==> src/rtl/bcd_pkg.sv <==
// Shared BCD constants and a nibble validity helper used by the decade
// counter and its per-digit cells.
package bcd_pkg;
  localparam int         BCD_DIGIT_W = 4;
  localparam logic [3:0] BCD_MAX     = 4'd9;
  localparam logic [3:0] BCD_MIN     = 4'd0;

  function automatic logic bcd_nibble_ok(input logic [BCD_DIGIT_W-1:0] n);
    return n <= BCD_MAX;
  endfunction
endpackage

==> src/rtl/bcd_digit.sv <==
// One BCD decade: holds a value 0..9, steps up or down on step_in and
// reports carry/borrow on step_out when it rolls past its terminal value.
module bcd_digit
  import bcd_pkg::*;
(
  input  logic                   clk,
  input  logic                   reset,
  input  logic                   load,
  input  logic [BCD_DIGIT_W-1:0] load_val,
  input  logic                   step_in,
  input  logic                   up,
  input  logic                   hold,
  output logic                   step_out,
  output logic [BCD_DIGIT_W-1:0] value
);
  logic [BCD_DIGIT_W-1:0] value_q, value_d;

  // hold freezes the value without disturbing the carry chain, so a
  // saturating counter can veto a step that would overflow every decade.
  always_comb begin
    value_d = value_q;
    if (load) begin
      value_d = load_val;
    end else if (step_in && !hold) begin
      if (up) begin
        value_d = (value_q == BCD_MAX) ? BCD_MIN : value_q + 4'd1;
      end else begin
        value_d = (value_q == BCD_MIN) ? BCD_MAX : value_q - 4'd1;
      end
    end
  end

  always_ff @(posedge clk) begin
    if (reset) begin
      value_q <= BCD_MIN;
    end else begin
      value_q <= value_d;
    end
  end

  assign step_out = step_in & (up ? (value_q == BCD_MAX) : (value_q == BCD_MIN));
  assign value    = value_q;
endmodule

==> src/rtl/bcd_counter_n.sv <==
// Multi-decade up/down BCD counter with a clock prescaler, validated
// synchronous load and selectable wrap or saturate at the terminal value.
module bcd_counter_n
  import bcd_pkg::*;
#(
  parameter int DIGITS = 2,
  parameter int DIV    = 50_000_000,
  parameter int WRAP   = 1
) (
  input  logic                          CLOCK_50,
  input  logic                          reset,
  input  logic                          en,
  input  logic                          up,
  input  logic                          load,
  input  logic [BCD_DIGIT_W*DIGITS-1:0] load_val,
  output logic [BCD_DIGIT_W*DIGITS-1:0] count,
  output logic                          tick,
  output logic                          tc,
  output logic                          load_err
);
  localparam int            PW       = (DIV > 1) ? $clog2(DIV) : 1;
  localparam logic [PW-1:0] PRE_LAST = PW'(DIV - 1);

  logic [PW-1:0] pre_q, pre_d;
  logic          load_err_q;
  logic          load_ok;
  logic          load_apply;
  logic          all_max;
  logic          all_min;
  logic          sat_hold;

  always_comb begin
    load_ok = 1'b1;
    all_max = 1'b1;
    all_min = 1'b1;
    for (int i = 0; i < DIGITS; i++) begin
      if (!bcd_nibble_ok(load_val[i*BCD_DIGIT_W +: BCD_DIGIT_W])) load_ok = 1'b0;
      if (count[i*BCD_DIGIT_W +: BCD_DIGIT_W] != BCD_MAX) all_max = 1'b0;
      if (count[i*BCD_DIGIT_W +: BCD_DIGIT_W] != BCD_MIN) all_min = 1'b0;
    end
  end

  assign load_apply = load & load_ok;
  assign tick       = en & (pre_q == PRE_LAST) & ~load & ~reset;
  assign tc         = up ? all_max : all_min;

  // A rejected load still blocks the prescaler: it neither advances nor clears.
  always_comb begin
    pre_d = pre_q;
    if (load) begin
      if (load_ok) pre_d = '0;
    end else if (en) begin
      pre_d = (pre_q == PRE_LAST) ? '0 : pre_q + PW'(1);
    end
  end

  always_ff @(posedge CLOCK_50) begin
    if (reset) begin
      pre_q      <= '0;
      load_err_q <= 1'b0;
    end else begin
      pre_q      <= pre_d;
      load_err_q <= load & ~load_ok;
    end
  end

  assign load_err = load_err_q;

  for (genvar g = 0; g < DIGITS; g++) begin : g_digit
    logic step_in_w;
    logic step_out_w;

    if (g == 0) begin : g_first
      assign step_in_w = tick;
    end else begin : g_next
      assign step_in_w = g_digit[g-1].step_out_w;
    end

    bcd_digit u_digit (
      .clk      (CLOCK_50),
      .reset    (reset),
      .load     (load_apply),
      .load_val (load_val[g*BCD_DIGIT_W +: BCD_DIGIT_W]),
      .step_in  (step_in_w),
      .up       (up),
      .hold     (sat_hold),
      .step_out (step_out_w),
      .value    (count[g*BCD_DIGIT_W +: BCD_DIGIT_W])
    );
  end

  // Carry out of the top decade means every digit sits at its terminal value.
  assign sat_hold = (WRAP == 0) & g_digit[DIGITS-1].step_out_w;
endmodule

==> config.mk <==
export PLATFORM = sky130hd
export DESIGN_NAME = bcd_counter_n
export DESIGN_NICKNAME = d
export VERILOG_FILES = /design/src/rtl/bcd_pkg.sv /design/src/rtl/bcd_digit.sv /design/src/rtl/bcd_counter_n.sv
export SDC_FILE = /design/constraint.sdc
export NUM_CORES = 1
export LEC_CHECK = 0
export CAP_MARGIN = 20
export CORE_UTILIZATION = 63
export CTS_CLUSTER_SIZE = 12
export DETAILED_ROUTE_END_ITERATION = 16
export DONT_BUFFER_PORTS = 1
export PLACE_DENSITY = 0.85
export SLEW_MARGIN = 20
export SYNTH_ARGS = -nofsm -noshare
export SYNTH_HDL_FRONTEND = slang
export SYNTH_HIERARCHICAL = 1
export SYNTH_SLANG_ARGS = --single-unit
==> constraint.sdc <==
create_clock -name CLOCK_50 -period 2.9 [get_ports CLOCK_50]
set_clock_uncertainty 0.15 [all_clocks]
set_input_delay 0.435 -clock CLOCK_50 [delete_from_list [all_inputs] [get_ports CLOCK_50]]
set_output_delay 0.435 -clock CLOCK_50 [all_outputs]
set_load 0.02 [all_outputs]
## Word level (Yosys, flattened, before mapping)

Index checks and enable logic that the tools add are counted.

- $add $sub $neg: 5
- Order comparisons: 2
- Equal/unequal tests: 6
- Muxes and demuxes: 22
- Bitwise logic cells: 9
- Reductions and logical operators: 8

Operators by type and width:

| operator | number |
|---|---|
| 26-bit two-way mux | 4 |
| 4-bit two-way mux | 10 |
| 26-bit by 1-bit adder with 26-bit output, second input constant | 1 |
| 26-bit == test, second input constant | 1 |
| 4-bit by 1-bit adder with 4-bit output, second input constant | 2 |
| 4-bit == test, second input constant | 2 |
| 4-bit less-or-equal comparator, second input constant | 2 |
| 4-bit logical NOT | 2 |
| 1-bit two-way mux | 8 |
| 4-bit inequality test, second input constant | 2 |
| 4-bit nonzero test | 2 |
| 4-bit by 1-bit subtractor with 4-bit output, second input constant | 2 |
| 1-bit bitwise AND | 6 |
| 2-bit nonzero test | 3 |
| 1-bit NOT | 3 |
| 2-bit by 1-bit inequality test with 1-bit output, second input constant | 1 |
| 2-bit AND reduction | 1 |

- Register bits: 35
- Input bits: 13
- Output and inout port bits: 11
- Logic and storage cells: 56

## Depth between registers and ports, before layout

- Depth after elaboration: 7
- Mapped depth: 11
- Gate-level depth less buffers: 10

## By module

Netlist, hierarchy kept.

Modules (own cells, without submodules):

| module | times used | cells each | area each (µm²) |
|---|---|---|---|
| bcd_counter_n | 1 | 185 | 1519.0 |
| bcd_digit | 2 | 45 | 344.1 |

## Worst setup path before layout

No wires, ideal clock.

- Kind: register to register
- Start: reg pre_q[0]
- End: reg g_digit[1].u_digit.value_q[2]
- Arrival time: 2.625 ns
- Slack: -0.008 ns
- Cell stages (with the launch flop): 11
- Buffers on the path: 1
- Cells stage by stage: dfxtp_1 -> ha_1 -> nand3_2 -> nor4_2 -> nand2_1 -> nor3_1 -> and4_1 -> nand2b_1 -> clkbuf_1 -> a2111oi_1 -> a211oi_1

- Longest elaborated chain between the ends: 6

Ends and longest elaborated chain:

| item | RTL line | source |
|---|---|---|
| from (decl) | bcd_counter_n.sv:24 | `logic [PW-1:0] pre_q, pre_d;` |
| from (signal assigned) | bcd_counter_n.sv:62 | `pre_q <= pre_d;` |
| 26-bit == test | bcd_counter_n.sv:44 | `assign tick = en & (pre_q == PRE_LAST) & ~load & ~reset;` |
| 1-bit bitwise AND (3 in series) | bcd_counter_n.sv:44 |  |
| net tick | bcd_counter_n.sv:17 | `output logic tick,` |
| 1-bit bitwise AND | bcd_digit.sv:41 | `assign step_out = step_in & (up ? (value_q == BCD_MAX) : (value_q == BCD_MIN));` |
| net g_digit[0].step_out_w | bcd_counter_n.sv:71 | `logic step_out_w;` |
| 2-bit nonzero test (no source line) | n/a |  |
| to (signal assigned) | bcd_digit.sv:37 | `value_q <= value_d;` |
| to (decl) | bcd_digit.sv:16 | `logic [BCD_DIGIT_W-1:0] value_q, value_d;` |

The timed path passes the listed nets, and every way through them passes these cells.
A chain may end at the register's enable or synchronous reset.

## Final worst setup path

- Start: reg pre_q[0]
- End: reg g_digit[1].u_digit.value_q[2]

- Longest elaborated chain between the ends: 6

Ends and longest elaborated chain:

| item | RTL line |
|---|---|
| 26-bit == test | bcd_counter_n.sv:44 |
| 1-bit bitwise AND (3 in series) | bcd_counter_n.sv:44 |
| 1-bit bitwise AND | bcd_digit.sv:41 |
| net g_digit[0].step_out_w | bcd_counter_n.sv:71 |
| 2-bit nonzero test (no source line) | n/a |

The timed path passes the listed nets, and every way through them passes these cells.

==> results.md <==
Worst setup path:
- The required arrival time at the worst endpoint is 2.97 ns.
- The worst setup path is launched from a flop.
- The signal arrival time at the worst endpoint is 2.73 ns.
- The largest fanout on the critical path is 7.
- By startpoint and endpoint, the worst setup path is classified as flop to flop.
- The kind of end point of the critical path is a flop.

Route:
- The first detailed-routing pass ran for 4 iterations.
- The count of routing violations after the opening detailed-route iteration is a little under 100.
- Dividing the detail-routed via count by the number of cells gives around 6.
- In this run the remaining antenna-violating nets after routing total 0.
- After detailed routing, the number of remaining DRC violations is 0.
- The aggregate routed wire length is 4620 µm.
- The routed layout has roughly 2000 vias.
- After detailed routing, the average wire length per cell comes to roughly 14 µm.

Floorplan:
- The total area inside the core boundary comes to about 0.0033 mm².
- The die is ~60 µm tall.
- The effective utilization at floorplan is about 66%.
- In this run the core area contains 21 standard-cell rows.
- The horizontal die dimension is around 61 µm.
- The boundary pin count is 24.
- The area of the die is between 0.003 and 0.004 mm².

Timing:
- The smallest setup slack after layout is around 0.25 ns.
- The tightest slew margin relative to the limit is just under 60%.
- The total of endpoints with negative setup slack in the final report is 0.
- Setup repair after global routing left no endpoint under its margin.
- Derived from the worst setup path, the maximum achievable clock frequency is between 300 and 400 MHz.
- The number of slew-limit violations in the final report is 0.
- The final-report hold violation count is 0.
- The actual slew at the worst max-slew pin is ~0.61 ns.
- The clock period minus final worst setup slack is 2.654 ns.
- Summed over all failing endpoints, the final setup total negative slack is 0 ns.
- The final worst-path cycle share is 91.52%.

Run status:
- The run finished with clean final reports.

Power and ir drop:
- In this run the static leakage power is between 0.0007 and 0.0008 µW.
- Power spread over the standard cell area amounts to ~390 mW/mm².
- The largest voltage drop on the vdd net is between 300 and 400 µV.

Global routing:
- The total routing usage reported by global routing is 27.05%.
- The first global-routing pass estimated ~7500 µm of wire.
- Global routing used approximately 6.0% of the available met3 tracks.
- The layer with the highest usage is met2.
- The met1 track demand over resource is a little under 40%.
- The number of global-route vias before repair is between 1500 and 2000.
- The initial antenna violation count is 0.
- After global routing the overflow that remains totals 0.
- The maximum number of pins on one net before global-route repair is 39.
- For this run, global-route usage on met2 was measured as roughly two fifths.

Clock tree:
- The TritonCTS clock tree is yes.
- The master cell of the clock root buffer is sky130_fd_sc_hd__clkbuf_4.
- At the later pin of the worst-skew pair, clock insertion delay measures roughly 0.33 ns.
- The setup fix buffers added after clock tree synthesis is 0.
- The clock net in this run drives a total of 35 sinks.
- Counting the buffers created by CTS gives 5.
- The deepest level of the CTS H-tree is 2.
- No sink is reached through more buffers than the 2 on the longest clock path.
- The clock-pin slew on the worst setup and hold paths is about 0.11 ns.

Finish:
- The area overhead of the layout relative to synthesis is 6.289%.
- After filler insertion, the fill cell instance count of the layout stands at between 200 and 300.
- The diode insertion count for antenna repair is 0.
- The final net count is about 290.
- The sequential cells in the finished layout cover a total of 700.7 µm².
- Summing all multi-input logic gate instances after layout gives 0.001404 mm².
- Once layout is complete, the utilization of the core stands at approximately 70%.
- The share of final-layout standard cells stronger than drive strength 1 is about an eighth.

Place:
- The congestion estimate from routability-driven global placement came to 0.9145.
- The half-perimeter wire length after placement is 3286 µm.
- The count of buffers added on input and output ports is 0.
- The pre-CTS worst setup slack is 0.1538 ns.

Synthesis:
- The mean area per synthesized cell is roughly 8.0 µm².
- The cell area after technology mapping is between 0.002 and 0.0025 mm².
- The cell count after synthesis is around 270.
- For this run, the number of Yosys warnings is 6.

Worst hold path:
- The path class of the tightest hold or removal check is primary input to flop.

Run:
- The max-cap check violation count is 0.
## layer usage
metal / vias up / share of wire (%)
li1: 1005 / -
met1: 887 / 49
met2: 53 / 44
met3: 7 / 5.5
met4: 0 / 1.5
met5: - / 0
## worst max-delay path: stages, from the launching register on
cell,delay [ns]
sky130_fd_sc_hd__dfxtp_1,0.40
sky130_fd_sc_hd__ha_1,0.23
sky130_fd_sc_hd__nand3_2,0.16
sky130_fd_sc_hd__nor4_4,0.35
sky130_fd_sc_hd__nand2_1,0.10
sky130_fd_sc_hd__nor3_1,0.24
sky130_fd_sc_hd__and4_1,0.23
sky130_fd_sc_hd__nand2b_1,0.19
sky130_fd_sc_hd__a2111oi_2,0.38
sky130_fd_sc_hd__a211oi_1,0.11
## cell type report
class	count	share of cell area, %
flip-flops and latches	35	30.12
well taps	46	2.474
repair buffers	6	2.152
clock buffers	7	2.797
inverters	11	1.775
clock inverters	1	0.3228
multi-input cells	213	60.36
## registers in the layout, indices dropped and copies added (netlist names)
name,flops
load_err,1
g_digit.u_digit/value,8
pre_q,26
## cell usage in the layout (no fill, tap or decap), drive strengths merged, types with 4 or more instances in the layout
cell / n
dfxtp: 35
nand2: 27
a21oi: 24
nor2: 21
a31oi: 17
nand3: 15
nor4: 12
inv: 11
o21ai: 8
nand4: 8
nand2b: 7
clkbuf: 7
and4: 6
nor3: 6
xnor2: 5
nand3b: 5
and3: 5
a211oi: 5
mux2i: 4
buf: 4
## power breakdown
group / internal (µW) / switching, µW
Sequential: 487 / 20.4
Combinational: 35.8 / 53.1
Clock: 142 / 162
Total: 665 / 236
## timing repair
action                                  CTS  global route
hold endpoints to repair                  1             5
endpoints found under the setup margin    0             4
resized for setup                         0             3
hold buffers                              1             1
## worst paths after layout
| path | startpoint | endpoint | slack (ns) | depth (start not counted) |
|---|---|---|---|---|
| max | pre_q[0] | g_digit[1].u_digit/value[2] | 0.25 | 9 |
| min | reset | g_digit[0].u_digit/value[1] | 0.009 | 1 |
| min reg2reg | pre_q[25] | pre_q[25] | 0.33 | 1 |
| max reg2reg | pre_q[0] | g_digit[1].u_digit/value[2] | 0.25 | 9 |
## per-stage QoR
step | cells | total power (µW) | hold WS [ns] | instance area, µm²
5_1_grt | 319 | 938.7 | 0.001180 | 2326
2_1_floorplan | 273 | 588.7 | 0.2808 | 2192
4_1_cts | 318 | 903.1 | 0.0003275 | 2297
3_5_place_dp | 309 | 601.9 | 0.3108 | 2215
3_3_place_gp | 309 | 599.8 | 0.2988 | 2215
6_report | 319 | 900.6 | 0.008828 | 2326
Power figures use the tool's default switching activity.
